$ cat src/rtl/branch_history_table.sv
// Purpose: 2-bit saturating-counter branch predictor with training and performance counters.
// Latency: the prediction is combinational (0 cycles); training, mispredict and counters update at the next clk.
// Backpressure: none. stall only masks the prediction; training continues whenever update_valid is high.
module branch_history_table #(
    parameter int         INDEX_BITS = 6,
    parameter logic [1:0] CTR_INIT   = 2'b01,
    parameter int         PERF_WIDTH = 32
) (
    input  logic                  clk,
    input  logic                  rst,
    input  logic                  bp_enable,
    input  logic                  stall,
    input  logic                  lookup_valid,
    input  logic [31:0]           lookup_pc,
    output logic                  jump,
    input  logic                  update_valid,
    input  logic [31:0]           update_pc,
    input  logic                  update_taken,
    input  logic                  update_predicted,
    output logic                  mispredict,
    input  logic                  perf_clear,
    output logic [PERF_WIDTH-1:0] branch_count,
    output logic [PERF_WIDTH-1:0] mispredict_count
);

    localparam int ENTRIES = 1 << INDEX_BITS;

    logic [1:0]            ctr_table [ENTRIES];
    logic [INDEX_BITS-1:0] lookup_idx;
    logic [INDEX_BITS-1:0] update_idx;
    logic [1:0]            ctr_cur;
    logic [1:0]            ctr_next;
    logic [1:0]            ctr_eff;
    logic                  update_miss;
    logic                  unused_pc_bits;

    // Word-aligned PCs: the byte offset and the high bits do not select an entry, so aliasing is allowed.
    assign lookup_idx     = lookup_pc[INDEX_BITS+1:2];
    assign update_idx     = update_pc[INDEX_BITS+1:2];
    assign unused_pc_bits = ^{lookup_pc[31:INDEX_BITS+2], lookup_pc[1:0],
                              update_pc[31:INDEX_BITS+2], update_pc[1:0]};
    assign update_miss    = update_valid & (update_taken != update_predicted);

    // Saturating next value for the entry being trained.
    always_comb begin
        ctr_cur  = ctr_table[update_idx];
        ctr_next = ctr_cur;
        if (update_taken) begin
            if (ctr_cur != 2'b11) ctr_next = ctr_cur + 2'd1;
        end else begin
            if (ctr_cur != 2'b00) ctr_next = ctr_cur - 2'd1;
        end
    end

    // Prediction, bypassing the same-cycle update so the lookup sees the newest counter.
    always_comb begin
        ctr_eff = ctr_table[lookup_idx];
        if (update_valid && (update_idx == lookup_idx)) ctr_eff = ctr_next;
        jump = bp_enable & lookup_valid & ~stall & ctr_eff[1];
    end

    // Counter table: reset to CTR_INIT, trained by resolved branches.
    always_ff @(posedge clk or posedge rst) begin
        if (rst) begin
            for (int i = 0; i < ENTRIES; i++) ctr_table[i] <= CTR_INIT;
        end else if (update_valid) begin
            ctr_table[update_idx] <= ctr_next;
        end
    end

    // Mispredict flag: reflects only the update resolved in the previous cycle.
    always_ff @(posedge clk or posedge rst) begin
        if (rst) mispredict <= 1'b0;
        else     mispredict <= update_miss;
    end

    // Performance counters: these wrap naturally, and a clear overrides any increment in the same cycle.
    always_ff @(posedge clk or posedge rst) begin
        if (rst) begin
            branch_count     <= '0;
            mispredict_count <= '0;
        end else if (perf_clear) begin
            branch_count     <= '0;
            mispredict_count <= '0;
        end else begin
            if (update_valid) branch_count     <= branch_count + PERF_WIDTH'(1);
            if (update_miss)  mispredict_count <= mispredict_count + PERF_WIDTH'(1);
        end
    end

endmodule

$ cat config.mk
export PLATFORM = sky130hd
export DESIGN_NAME = branch_history_table
export DESIGN_NICKNAME = d
export VERILOG_FILES = /design/src/rtl/branch_history_table.sv
export SDC_FILE = /design/constraint.sdc
export NUM_CORES = 1
export LEC_CHECK = 0
export CAP_MARGIN = 20
export CORE_MARGIN = 5
export CORE_UTILIZATION = 50
export CTS_CLUSTER_DIAMETER = 60
export DETAILED_ROUTE_END_ITERATION = 8
export PLACE_DENSITY = 0.82
export SYNTH_ARGS = -nofsm -noshare
export SYNTH_HDL_FRONTEND = slang
export SYNTH_SLANG_ARGS = --single-unit
export TNS_END_PERCENT = 20
$ cat constraint.sdc
create_clock -name clk -period 7.04 [get_ports clk]
set_input_delay 0.704 -clock clk [delete_from_list [all_inputs] [get_ports clk]]
set_output_delay 0.704 -clock clk [all_outputs]
set_load 0.03 [all_outputs]
==> flow_metrics.py <==
metrics = {
    "outcome": {
        "status": "completed",
    },
    "sta": {
        "max_freq_ghz": 0.1914,
        "slew_violations": 0,
        "rsz0062_at_grt": "no",
        "tightest_slew_ns": 1.100,
        "hold_viol": 0,
        "fin_crit_sh_pct": 74.23,
        "tns_ns": 0,
        "period_minus_slack_ns": 5.226,
        "timing.hold.ws_ns": 0.4751,
        "relSlewSlack_pct": 26.42,
        "skew_ns": 0.01657,
        "setup_viol": 0,
    },
    "power_and_ir_drop": {
        "power.switching_mw": 0.7308,
        "power_density_nw_per_um2": 236.2,
        "combPwrFrac_pct": 14.0,
        "p_leak_nw": 4.555,
        "clockPowerShare_pct": 36.4,
        "intPower_mw": 1.991,
        "seqPwrFrac_pct": 49.6,
        "switching_share_pct": 26.85,
        "ir_drop_uv": 148.4,
        "fin_total_pwr_mw": 2.722,
    },
    "drt": {
        "dr.pass1.iters": 5,
        "ant_nets": 0,
        "viasPerCell": 5.986,
        "drt_iter0_drc": 715,
        "drc": 0,
        "vias": 8069,
        "wl_um": 25440,
        "detail_route.wl_per_cell_um": 18.87,
    },
    "min_path": {
        "hold_class": "flip-flop to flip-flop",
        "hp-start": "ctr_table[14]",
    },
    "die": {
        "core_area_um2": 19400,
        "start_util_pct": 50.74,
        "die_h_um": 150.3,
        "die-area_um2": 22590,
        "die_x_um": 150.3,
        "num_rows": 51,
        "pin_count": 139,
    },
    "setup_path": {
        "critPathLaunch": "update_pc[5]",
        "crit_family": "buffers and inverters",
        "path_buf_inv": 2,
        "startpoint_type": "primary input",
        "worst-setup-path-type": "primary input to output pin",
        "r2r-start": "ctr_table[53]",
        "crit_slowest_cell": "nor3b_1",
        "crit_chain": "clkdlybuf4s50_1 > nor3b_1 > nand2_1 > a32oi_1 > nor4_1 > maj3_2 > a211oi_1 > clkdlybuf4s50_1",
        "max_stage_delay_ns": 0.99,
        "required_ns": 6.34,
        "cp.arrival_ns": 4.52,
        "cp_max_fo": 17,
        "cp-end-kind": "output pin",
        "path_common_cell": "clkdlybuf4s50_1",
    },
    "run": {
        "drv_cap": 0,
    },
    "synth": {
        "ys_ff_latch": 193,
        "synth_cell_type_count": 59,
        "ys_warn_count": 0,
        "synth_nets": 1083,
        "synthesis.area_um2": 9842,
        "ys_top_cells_by_area": "dfrtp_1 33%, dfstp_2 17%, nand2_1 7.5%",
        "synthArstFlopShare_pct": 100.0,
        "syn_avg_cell_area_um2": 9.764,
        "synth_edf_count": 0,
        "synth_cells": 1008,
        "synth_flop_cell": "dfrtp_1",
        "ys_seq_area_share_pct": 49.89,
        "synth_top_cell_by_area": "dfrtp_1",
        "yosys.area.top_type_share_pct": 32.80,
    },
    "layout": {
        "fin_nets": 1145,
        "drive_gt1_share_pct": 14.87,
        "multi_input_area_um2": 4649,
        "num-fill-cells": 1583,
        "postLayoutCoreUtil_pct": 59.39,
        "seq_area_um2": 4910,
        "diodes": 0,
        "layout_common_cells": "196 x nand2_1, 129 x dfrtp_1, 128 x o21ai_0",
        "layout_commonest_cell": "nand2_1",
        "syn_to_final_growth_pct": 17.06,
    },
    "cts": {
        "clk_path_buf_depth": 2,
        "insertion_delay_ns": 0.45,
        "cts.sinks": 193,
        "cts_root_buffer": "clkbuf_16",
        "cts_tree": "done",
        "post-cts-setup-buffers": 0,
        "h-tree-depth": 4,
        "cts_resized": 0,
        "numCtsBuffers": 17,
        "ctsHoldBuffers": 0,
        "clkSlewWorstSetupHoldPaths_ns": 0.07,
    },
    "global_route": {
        "grt_max_degree": 113,
        "grt-ovfl-total": 0,
        "gr-usage-all-layers_pct": 22.96,
        "grt_pass1_wl_um": 41090,
        "antenna_found_initial": 0,
        "grt_pass1_vias": 7865,
    },
    "place": {
        "port_buffers": 86,
        "hpwl_um": 16910,
        "gp_congestion": 0.9247,
    },
}
[state kept, by name, summed over array words and instances, names as in the netlist]
name	cells
ctr_table	128
branch_count	32
mispredict_count	32
mispredict	1
[path summary, 6_finish.rpt]
kind                                  endpoint  slack (ns)  cells after the start
min in group asynchronous  mispredict_count[2]        0.76                      2
max reg2reg                      ctr_table[33]        3.84                      8
min                              ctr_table[14]        0.48                      2
max                                       jump        1.81                      8
min reg2reg                      ctr_table[14]        0.48                      2
max in group asynchronous        ctr_table[42]        4.97                      4
[routing by layer]
metal	GRT usage, %	share of wire, %	up-vias
met5	0	0	-
met4	11.12	4.6	0
li1	-	-	3682
met1	30.46	41	3914
met2	35.90	47	372
met3	5.087	7.5	101
[metrics by stage]
| stage | setup slack, ns | cells | area, um2 |
|---|---|---|---|
| after floorplan | 1.186 | 1008 | 9842 |
| after global placement | 1.990 | 1314 | 10870 |
| after detailed placement | 1.998 | 1315 | 10890 |
| after CTS | 1.986 | 1347 | 11490 |
| after global routing | 1.707 | 1348 | 11520 |
| final | 1.814 | 1348 | 11520 |
[final cells by class]
cell class,instances,area share [%]
Clock inverter,11,1.086
Multi-Input combinational cell,747,40.36
Sequential cell,193,42.62
Timing Repair Buffer,98,8.406
Inverter,13,0.4887
Clock buffer,21,4.170
Tap cell,265,2.878
[cell usage after synthesis (4+ instances only)]
cell type / number
nor2_1: 99
a21oi_1: 30
o22ai_1: 6
mux2i_1: 18
dfrtp_1: 129
xnor2_1: 16
and3_1: 11
and4_1: 5
buf_1: 9
a22oi_1: 5
buf_2: 22
mux2_2: 7
or3_1: 13
a221o_1: 9
nor3_1: 7
clkbuf_1: 22
o31ai_1: 4
o31ai_2: 5
nand2_1: 196
nor2b_1: 9
nor4_1: 4
inv_1: 12
nand3_1: 27
nand4_1: 16
a31oi_1: 8
xor2_1: 41
dfstp_2: 64
o221ai_1: 4
a22o_1: 4
mux4_2: 30
o21ai_0: 128
[kinds of logic (layout without fill, tap and decap cells)]
family / after synthesis / in the layout / share of synthesized area, %
buf+inv: 68 / 143 / 2.988
fa+ha+maj: 4 / 4 / 0.4703
xor+xnor: 57 / 57 / 5.072
compound gates: 217 / 217 / 13.06
mux: 58 / 58 / 9.840
simple gates: 411 / 411 / 18.69
flops: 193 / 193 / 49.89
[tightest hold or removal path: stages (launching register included)]
cell and delay [ns]:
dfstp_2 0.37, nand2_1 0.04, o21ai_0 0.06
[power by group through the flow]
stage                     registers (mW)  clock network (mW)  logic [mW]
after CTS                           1.35                1.00       0.376
after detailed placement            1.37                   0       0.374
after floorplan                     1.34                   0       0.275
after global routing                1.36                1.04       0.420
after global placement              1.36                   0       0.359
final                               1.35               0.991       0.380
No activity file was read; power rests on OpenSTA's default activity.
